File: src/rtl/adder_sched_pkg.sv
// rtl/adder_sched_pkg.sv - shared types, widths and saturating-add helper for adder_share_sched
//
// Contents:
//   DATA_W        datapath width of the shared adder and the accumulators
//   sched_state_t scheduler FSM states
//   sat_add8      overflow check / clamp on the adder result (used when ADD_SAT_EN is defined)
package adder_sched_pkg;

    localparam int DATA_W = 8;

    typedef enum logic [1:0] {
        S_IDLE = 2'd0,
        S_WAIT = 2'd1,
        S_DONE = 2'd2
    } sched_state_t;

    // Returns {overflow, clamped_sum}. An unsigned add overflowed exactly when
    // the wrapped sum is smaller than one of its operands.
    function automatic logic [DATA_W:0] sat_add8(input logic [DATA_W-1:0] a,
                                                  input logic [DATA_W-1:0] sum);
        logic ovf;
        ovf = (sum < a);
        return {ovf, (ovf ? {DATA_W{1'b1}} : sum)};
    endfunction

endpackage

File: src/rtl/adder_share_sched_rr_arbiter.sv
// rtl/adder_share_sched_rr_arbiter.sv - combinational rotate-priority (round-robin) arbiter
//
// Parameters:
//   N        number of requesters
//   IW       index width, $clog2(N)
// Ports:
//   req      in   N    request vector
//   ptr      in   IW   highest-priority index for this decision
//   win      out  IW   granted index (0 when no request)
//   any_req  out  1    at least one request is present
module rr_arbiter #(
    parameter int N  = 4,
    parameter int IW = $clog2(N)
) (
    input  logic [N-1:0]  req,
    input  logic [IW-1:0] ptr,
    output logic [IW-1:0] win,
    output logic          any_req
);

    logic [IW-1:0] idx;

    // Scan from the lowest priority (ptr+N-1) up to ptr so the last hit,
    // i.e. the one closest to ptr, is the grant.
    always_comb begin
        win     = '0;
        any_req = 1'b0;
        idx     = '0;
        for (int k = N - 1; k >= 0; k--) begin
            idx = IW'((int'(ptr) + k) % N);
            if (req[idx]) begin
                win     = idx;
                any_req = 1'b1;
            end
        end
    end

endmodule

File: src/rtl/adder_share_sched.sv
// rtl/adder_share_sched.sv - time-shares one slow external 8-bit adder among N_REQ accumulators
//
// Optional feature macro: ADD_SAT_EN (saturating add plus 'sat' output port).
//
// Parameters:
//   N_REQ          number of requesters (2..8)
//   SETTLE_CYCLES  clk cycles the external adder needs to settle (>=1)
// Ports:
//   clk      in   1               rising-edge clock
//   reset    in   1               synchronous, active-high
//   req      in   N_REQ           per-requester request, held until ack
//   operand  in   8*N_REQ         flat operand bus, slice i = operand[8*i+:8]
//   clr      in   N_REQ           synchronous clear of accumulator i
//   add_a    out  8               adder operand A (granted operand)
//   add_b    out  8               adder operand B (granted accumulator)
//   add_sum  in   8               adder result
//   ack      out  1               one-cycle completion pulse
//   ack_id   out  $clog2(N_REQ)   requester served by ack
//   result   out  8               new accumulator value of ack_id, valid with ack
//   busy     out  1               operation in flight (settling or acknowledging)
//   sat      out  1               (ADD_SAT_EN only) result was clamped, valid with ack
module adder_share_sched
    import adder_sched_pkg::*;
#(
    parameter int N_REQ         = 4,
    parameter int SETTLE_CYCLES = 4,
    parameter int IW            = $clog2(N_REQ)
) (
    input  logic                    clk,
    input  logic                    reset,
    input  logic [N_REQ-1:0]        req,
    input  logic [DATA_W*N_REQ-1:0] operand,
    input  logic [N_REQ-1:0]        clr,
    output logic [DATA_W-1:0]       add_a,
    output logic [DATA_W-1:0]       add_b,
    input  logic [DATA_W-1:0]       add_sum,
    output logic                    ack,
    output logic [IW-1:0]           ack_id,
    output logic [DATA_W-1:0]       result,
`ifdef ADD_SAT_EN
    output logic                    sat,
`endif
    output logic                    busy
);

    localparam int CNT_W = $clog2(SETTLE_CYCLES + 1);

    sched_state_t      state_q, state_d;
    logic [CNT_W-1:0]  cnt_q, cnt_d;
    logic [IW-1:0]     gid_q;
    logic [IW-1:0]     ptr_q;
    logic [DATA_W-1:0] add_a_q, add_b_q;
    logic [DATA_W-1:0] result_q;
    logic [IW-1:0]     ack_id_q;
    logic [DATA_W-1:0] acc_q [N_REQ];

    logic [IW-1:0]     win;
    logic              any_req;
    logic [IW-1:0]     next_ptr;
    logic              grant;
    logic              capture;
    logic [DATA_W-1:0] sum_w;

    rr_arbiter #(
        .N  (N_REQ),
        .IW (IW)
    ) u_arb (
        .req     (req),
        .ptr     (ptr_q),
        .win     (win),
        .any_req (any_req)
    );

    assign next_ptr = (win == IW'(N_REQ - 1)) ? '0 : win + 1'b1;

`ifdef ADD_SAT_EN
    logic sat_w;
    logic sat_q;
    assign {sat_w, sum_w} = sat_add8(add_a_q, add_sum);
    assign sat            = sat_q & ack;
`else
    assign sum_w = add_sum;
`endif

    // Next-state logic; grant/capture are the single-cycle strobes that load
    // the datapath registers below.
    always_comb begin
        state_d = state_q;
        cnt_d   = cnt_q;
        grant   = 1'b0;
        capture = 1'b0;
        case (state_q)
            S_IDLE: begin
                if (any_req) begin
                    grant   = 1'b1;
                    cnt_d   = CNT_W'(SETTLE_CYCLES);
                    state_d = S_WAIT;
                end
            end
            S_WAIT: begin
                cnt_d = cnt_q - 1'b1;
                if (cnt_q == CNT_W'(1)) begin
                    capture = 1'b1;
                    state_d = S_DONE;
                end
            end
            S_DONE: begin
                state_d = S_IDLE;
            end
            default: begin
                state_d = S_IDLE;
            end
        endcase
    end

    always_ff @(posedge clk) begin
        if (reset) begin
            state_q  <= S_IDLE;
            cnt_q    <= '0;
            gid_q    <= '0;
            ptr_q    <= '0;
            add_a_q  <= '0;
            add_b_q  <= '0;
            result_q <= '0;
            ack_id_q <= '0;
`ifdef ADD_SAT_EN
            sat_q    <= 1'b0;
`endif
            for (int i = 0; i < N_REQ; i++) begin
                acc_q[i] <= '0;
            end
        end else begin
            state_q <= state_d;
            cnt_q   <= cnt_d;
            // Operands are frozen from grant until the next grant so the
            // adder inputs never move inside the settle window.
            if (grant) begin
                add_a_q <= operand[DATA_W*win +: DATA_W];
                add_b_q <= acc_q[win];
                gid_q   <= win;
                ptr_q   <= next_ptr;
            end
            if (capture) begin
                result_q <= sum_w;
                ack_id_q <= gid_q;
`ifdef ADD_SAT_EN
                sat_q    <= sat_w;
`endif
            end
            // A clear coincident with capture wins; result still reports the sum.
            for (int i = 0; i < N_REQ; i++) begin
                if (clr[i]) begin
                    acc_q[i] <= '0;
                end else if (capture && (gid_q == IW'(i))) begin
                    acc_q[i] <= sum_w;
                end
            end
        end
    end

    assign add_a  = add_a_q;
    assign add_b  = add_b_q;
    assign result = result_q;
    assign ack_id = ack_id_q;
    assign ack    = (state_q == S_DONE);
    assign busy   = (state_q == S_WAIT) || (state_q == S_DONE);

endmodule

File: config.mk
export PLATFORM = sky130hd
export DESIGN_NAME = adder_share_sched
export DESIGN_NICKNAME = d
export VERILOG_FILES = /design/src/rtl/adder_sched_pkg.sv /design/src/rtl/adder_share_sched_rr_arbiter.sv /design/src/rtl/adder_share_sched.sv
export SDC_FILE = /design/constraint.sdc
export NUM_CORES = 1
export LEC_CHECK = 0
export ABC_AREA = 1
export ABC_CLOCK_PERIOD_IN_PS = 4940
export CORE_MARGIN = 2
export CORE_UTILIZATION = 32
export DETAILED_ROUTE_END_ITERATION = 7
export PLACE_DENSITY = 0.58
export SLEW_MARGIN = 20
export SYNTH_ARGS = -nofsm -noshare
export SYNTH_HDL_FRONTEND = slang
export SYNTH_SLANG_ARGS = --single-unit
File: constraint.sdc
create_clock -name clk -period 4.94 [get_ports clk]
set_clock_uncertainty 0.2 [all_clocks]
set_input_delay 0.988 -clock clk [delete_from_list [all_inputs] [get_ports clk]]
set_output_delay 0.988 -clock clk [all_outputs]
set_load 0.005 [all_outputs]
==> impl_metrics.tcl, run 1 <==
set metrics [dict create \
    drcViolationCount 0 \
    synthMuxAreaShare_pct 0 \
    yosysMostFrequentCell "nand2_1" \
    min_from "cnt_q[1]$_SDFFE_PP0P_" \
    netSwitchingPower_uw 993.5 \
    setup_viol 0 \
    ctsHoldBuffers 0 \
    core_area_mm2 0.01023 \
    synthesis.area_mm2 0.003356 \
    track_usage_pct 15.03 \
    ir_drop_mv 0.2297 \
    ys_top_cells_by_area "edfxtp_1 29%, dfxtp_1 21%, nand2_1 10%" \
    worst_pin_slew_ns 0.6922 \
    path_cells "clkdlybuf4s50_1 > buf_4 > clkinv_1 > nand4_1 > nand3_1" \
    seq_area_frac_synth_pct 49.52 \
    synth-compound-area-share_pct 9.545 \
    synth_top_area_share_pct 28.64 \
    ys_types 34 \
    critPathMaxFanout 17 \
    powerDensity_mw_per_mm2 532.2 \
    drt_wl_total_um 8228 \
    synthAdderAreaFrac_pct 2.237 \
    cts_resized 0 \
    grt_antenna_before_repair 0 \
    synth_cells 416 \
    nFillCells 1029 \
    h-tree-depth 3 \
    slew_headroom_pct 53.65 \
    grt-busiest-layer "met2" \
    clockRootBuffer "clkbuf_8" \
    fin_crit_sh_pct 61.09 \
    clock-sinks 67 \
    reg2reg_depth 10 \
    postCtsSetupBuffers 0 \
    worstPathRequired_ns 4.73 \
    synth_top_family_by_area "simple AND/OR/NAND/NOR gates" \
    crit_arrival_ns 2.81 \
    use_met3_pct 2.759 \
    synth_edf_count 32 \
    finalCriticalPeriod_ns 3.018 \
    port_buffers 77 \
    wl_per_cell_um 13.02 \
    grt_pass1_vias 2779 \
    ys_ff_latch 67 \
    drt_iter0_markers 179 \
    die_h_um 106.4 \
    worstSetupPathType "input pin to flop" \
    final_nets 547 \
    synth_common_cells "93 x nand2_1, 66 x nor2_1, 50 x nand3_1" \
    reg2reg_to "acc_q[1][5]$_SDFFCE_PN0P_" \
    slew_viol_final 0 \
    r2r-start "state_q[1]$_SDFFE_PP0P_" \
    num_vias 2942 \
    grt_pass1_wl_um 13510 \
    crit_path_top_delay_cell "clkdlybuf4s50_1" \
    slowest_delay_ns 0.45 \
    min_to "cnt_q[1]$_SDFFE_PP0P_" \
    overflow 0 \
    dieArea_mm2 0.01132 \
    p_leak_nw 1.828 \
    max_freq_ghz 0.3314 \
    clk_latency_ns 0.34 \
    drv_cap 0 \
    run_status "completed" \
    drtPass1Iterations 4 \
    combPwrFrac_pct 48.3 \
    viasPerCell 4.655 \
    pwr-share-seq_pct 32.2 \
    antenna_left 0 \
    tns_ns 0 \
    whs_path_depth 2 \
    avgSynthCellArea_um2 8.067 \
    place.gp.congestion 0.7480 \
    io_pins 78 \
    synth_flop_cell "dfxtp_1" \
    syn_to_final_growth_pct 31.66 \
    rows 37 \
    die_w_um 106.4 \
    grt_max_degree 36 \
    path_clk_slew_ns 0.07 \
    async_flop_share_pct 0 \
    r2r_slack_ns 1.94 \
    power_mw 2.351 \
    hold_viol 0 \
    rsz0062_at_grt "no" \
    initial_core_util_pct 32.80 \
    synth-simple-area-share_pct 31.10 \
    grtUsageMet1_pct 20.25 \
    hold_class "flop to flop" \
    synth_nets 472 \
    cts_buffers 9 \
    diodes 0 \
    cts_buffer_depth 2 \
    internal_power_mw 1.358 \
    yosys.area.top_type "edfxtp_1" \
    synthXorXnorAreaFrac_pct 0.2610 \
    cts_tree "done" \
    yosysWarnings 0 \
    drive_gt1_share_pct 8.871 \
    end_kind "flop" \
    use_met2_pct 23.99 \
    start_kind "input pin" \
    p_clk_share_pct 19.5 \
    place_hpwl_um 6024 \
    swShare_pct 42.26 \
]
cells in the final DEF, fill, tap and decap left out, types with 2 or more instances in the layout:
cell type,count
nand2_1,93
clkdlybuf4s50_1,77
nor2_1,66
nand3_1,50
dfxtp_1,35
a21oi_1,33
edfxtp_1,32
inv_1,31
o21ai_0,20
clkbuf_8,9
ha_1,6
inv_2,5
nand2_2,4
nand3_2,4
clkinvlp_4,4
o21ai_1,3
nor2_2,2
nor2_4,2
buf_4,2
how the worst max path moves through the flow:
| stage | startpoint | endpoint | slack, ns | cells after the start |
|---|---|---|---|---|
| finish | reset | acc_q[3][4]$_SDFFCE_PN0P_ | 1.92 | 5 |
| global route | state_q[1]$_SDFFE_PP0P_ | acc_q[1][5]$_SDFFCE_PN0P_ | 1.56 | 10 |
| CTS | state_q[1]$_SDFFE_PP0P_ | acc_q[1][0]$_SDFFCE_PN0P_ | 1.69 | 10 |
| detailed placement | reset | acc_q[3][0]$_SDFFCE_PN0P_ | 1.58 | 5 |
| global placement | reset | acc_q[0][1]$_SDFFCE_PN0P_ | 1.63 | 5 |
| floorplan | reset | acc_q[3][0]$_SDFFCE_PN0P_ | 2.43 | 4 |
routing by layer:
metal / up-vias / share of wire (%)
met3: 10 / 4.4
met4: 0 / 1.5
met5: - / 0
met1: 1343 / 46
met2: 77 / 48
li1: 1512 / -
logic make-up (layout without fill, tap and decap cells):
family,Yosys count,in the layout
AOI/OAI and AO/OA,60,60
adders and majority gates,6,6
and+or+nand+nor,229,229
buffers and inverters,53,133
DFF,67,67
xor gates and xnor gates,1,1
metrics by stage:
stage	hold slack, ns	setup WS (ns)	instances	utilization, %	cell area [um2]
floorplan	0.2388	2.431	416	-	3356
global placement	0.2526	1.629	616	41.15	4210
detailed placement	0.2529	1.578	616	41.15	4210
CTS	0.2643	1.689	632	43.12	4412
global route	0.3023	1.561	632	43.18	4418
finish	0.2602	1.922	632	43.18	4418
layout make-up:
type                    instances  area, um2  area share [%]
flip-flops and latches         67       1662           37.61
multi-input cells             296       1454           32.91
repair buffers                 79      785.8           17.79
well taps                     136      170.2           3.852
inverters                      38      145.1           3.285
clock buffers                   9      123.9           2.804
clock inverters                 7      77.57           1.756
power groups by stage:
stage	combinational, mW	sequential, mW	clock [mW]
2_1_floorplan	0.863	0.750	0
3_3_place_gp	1.13	0.768	0
3_5_place_dp	1.14	0.768	0
4_1_cts	1.14	0.757	0.472
5_1_grt	1.29	0.770	0.494
6_report	1.13	0.757	0.459
critical path: cells and delay by family:
kind / cells / cell delay (ns)
buffers and inverters: 3 / 1.02
AND/OR/NAND/NOR: 2 / 0.79
sequential cells by signal (all words and copies together), names as in the netlist:
signal	flops
acc_q	32
add_a	8
add_b	8
result	8
cnt_q	3
ack_id	2
gid_q	2
ptr_q	2
state_q	2
Note: power is estimated with default switching activity, not from simulation.
==> run 2, diff against run 1 <==
Settings changed: ABC_CLOCK_PERIOD_IN_PS 4940 to 3100.
Clock period 4.94 ns to 3.1 ns, I/O delays scaled along.
==> run 2 against run 1 <==
  * Power is 58% higher
  * Count of clock-buffer cells in the layout did not move
  * Worst hold slack improved by 0.0010 ns
  * Critical path type is now flop to flop
  * Highest routed layer unchanged
==> impl_metrics.tcl, run 2 (synthesis gave the netlist of run 1 again) <==
set metrics [dict create \
    grt_antenna_before_repair 0 \
    r2r-start "state_q[1]$_SDFFE_PP0P_" \
    use_met3_pct 2.759 \
    hold_class "flop to flop" \
    clock-sinks 67 \
    rsz0062_at_grt "no" \
    slew_headroom_pct 40.95 \
    largest_register_ffs 32 \
    grtUsageMet1_pct 19.23 \
    clk_latency_ns 0.34 \
    path_clk_slew_ns 0.07 \
    diodes 0 \
    place_area_mm2 0.004248 \
    grt_max_degree 36 \
    drcViolationCount 0 \
    worstSetupPathType "flop to flop" \
    end_kind "flop" \
    viasPerCell 4.630 \
    grt_pass1_vias 2933 \
    max_freq_ghz 0.3773 \
    syn_to_final_growth_pct 32.29 \
    h-tree-depth 3 \
    initial_core_util_pct 32.80 \
    final_common_cell "nand2_1" \
    nFillCells 1030 \
    io_pins 78 \
    wl_per_cell_um 13.01 \
    dieArea_mm2 0.01132 \
    whs_path_depth 2 \
    start_kind "flop" \
    cts_tree "done" \
    place.gp.congestion 0.8763 \
    fin_util_pct 43.39 \
    drive_gt1_share_pct 9.780 \
    drv_cap 0 \
    worstPathRequired_ns 2.86 \
    drtPass1Iterations 4 \
    stdcell_area_mm2 0.004439 \
    placedCellCount 621 \
    overflow 0 \
    min_from "cnt_q[1]$_SDFFE_PP0P_" \
    fin_crit_sh_pct 85.50 \
    crit_arrival_ns 2.41 \
    reg2reg_depth 7 \
    reg2reg_to "acc_q[2][7]$_SDFFCE_PN0P_" \
    rows 37 \
    top_register "acc_q" \
    final_nets 552 \
    min_to "cnt_q[1]$_SDFFE_PP0P_" \
    cp.buffers_inverters 3 \
    die_h_um 106.4 \
    slew_viol_final 0 \
    mostFrequentLayoutCells "93 x nand2_1, 77 x clkdlybuf4s50_1, 66 x nor2_1" \
    crit_path_top_delay_cell "o211ai_1" \
    slowest_delay_ns 0.72 \
    cts_resized 0 \
    die_w_um 106.4 \
    drt_iter0_markers 146 \
    critPathMaxFanout 17 \
    track_usage_pct 15.29 \
    clockRootBuffer "clkbuf_8" \
    ctsHoldBuffers 0 \
    postCtsSetupBuffers 0 \
    num_vias 2949 \
    tns_ns 0 \
    port_buffers 77 \
    powerDensity_mw_per_mm2 836.1 \
    ir_drop_mv 0.2711 \
    worst_pin_slew_ns 0.8819 \
    drt_wl_total_um 8288 \
    finalCriticalPeriod_ns 2.651 \
    critical-path-top-delay-family "compound AO/OA/AOI/OAI gates" \
    grt_pass1_wl_um 13680 \
    cp_common_cell "inv_1" \
    setup_viol 0 \
    antenna_left 0 \
    r2r_slack_ns 0.45 \
    fin_cells 637 \
    place_hpwl_um 6171 \
    cts_buffer_depth 2 \
    core_area_mm2 0.01023 \
    cts_buffers 9 \
    path_cells "inv_1 > ha_1 > inv_1 > nor3_2 > buf_4 > nand2_1 > o211ai_1" \
    grt-busiest-layer "met2" \
    hold_viol 0 \
    use_met2_pct 26.47 \
    p_leak_nw 1.862 \
    run_status "completed" \
    hold_slack_ns 0.2612 \
]
==> run 2: changes by cell type in the layout (fill, tap and decap cells not counted), sizes merged <==
cell      change
buf           +5
clkinv        +4
clkinvlp      -4
==> run 2: layout make-up <==
cell class | instances | area (um2) | share of cell area (%)
sequential | 67 | 1662 | 37.43
multi-input combinational | 296 | 1448 | 32.61
timing repair buffer | 84 | 823.3 | 18.55
tap | 136 | 170.2 | 3.833
inverter | 38 | 145.1 | 3.269
clock buffer | 9 | 123.9 | 2.790
clock inverter | 7 | 67.56 | 1.522
==> run 2: worst reg2reg max path, cell delays in order (launching register included) <==
cell      delay [ns]
dfxtp_1         0.31
inv_1           0.11
ha_1            0.23
inv_1           0.11
nor3_2          0.23
buf_4           0.25
nand2_1         0.12
o211ai_1        0.72
==> run 2: worst max path at each step <==
stage | start | end | slack, ns | cells past startpoint
final | state_q[1]$_SDFFE_PP0P_ | acc_q[2][7]$_SDFFCE_PN0P_ | 0.45 | 7
after global routing | state_q[1]$_SDFFE_PP0P_ | acc_q[2][2]$_SDFFCE_PN0P_ | 0.25 | 7
after CTS | state_q[1]$_SDFFE_PP0P_ | acc_q[2][6]$_SDFFCE_PN0P_ | 0.42 | 7
after detailed placement | req[3] | add_b[2]$_SDFFE_PP0P_ | 0.23 | 13
after global placement | req[3] | add_b[3]$_SDFFE_PP0P_ | 0.30 | 12
after floorplan | state_q[1]$_SDFFE_PP0P_ | acc_q[1][0]$_SDFFCE_PN0P_ | 0.75 | 10
==> run 2: report_power, final <==
part / internal, mW / switching, mW / leakage (nW) / total, mW
registers: 1.09 / 0.111 / 0.645 / 1.20
logic: 0.702 / 1.10 / 1.11 / 1.81
clock network: 0.370 / 0.335 / 0.103 / 0.705
==> run 2: layer usage <==
metal | part of all wire, % | up-vias
met4 | 1.3 | 0
li1 | - | 1528
met2 | 50 | 56
met1 | 45 | 1358
met3 | 3.3 | 7
met5 | 0 | -
==> run 2: metrics by stage <==
| stage | setup slack, ns | total power, mW |
|---|---|---|
| floorplan | 0.7533 | 2.569 |
| global placement | 0.2970 | 3.008 |
| detailed placement | 0.2311 | 3.041 |
| CTS | 0.4245 | 3.756 |
| global route | 0.2519 | 4.033 |
| finish | 0.4494 | 3.712 |
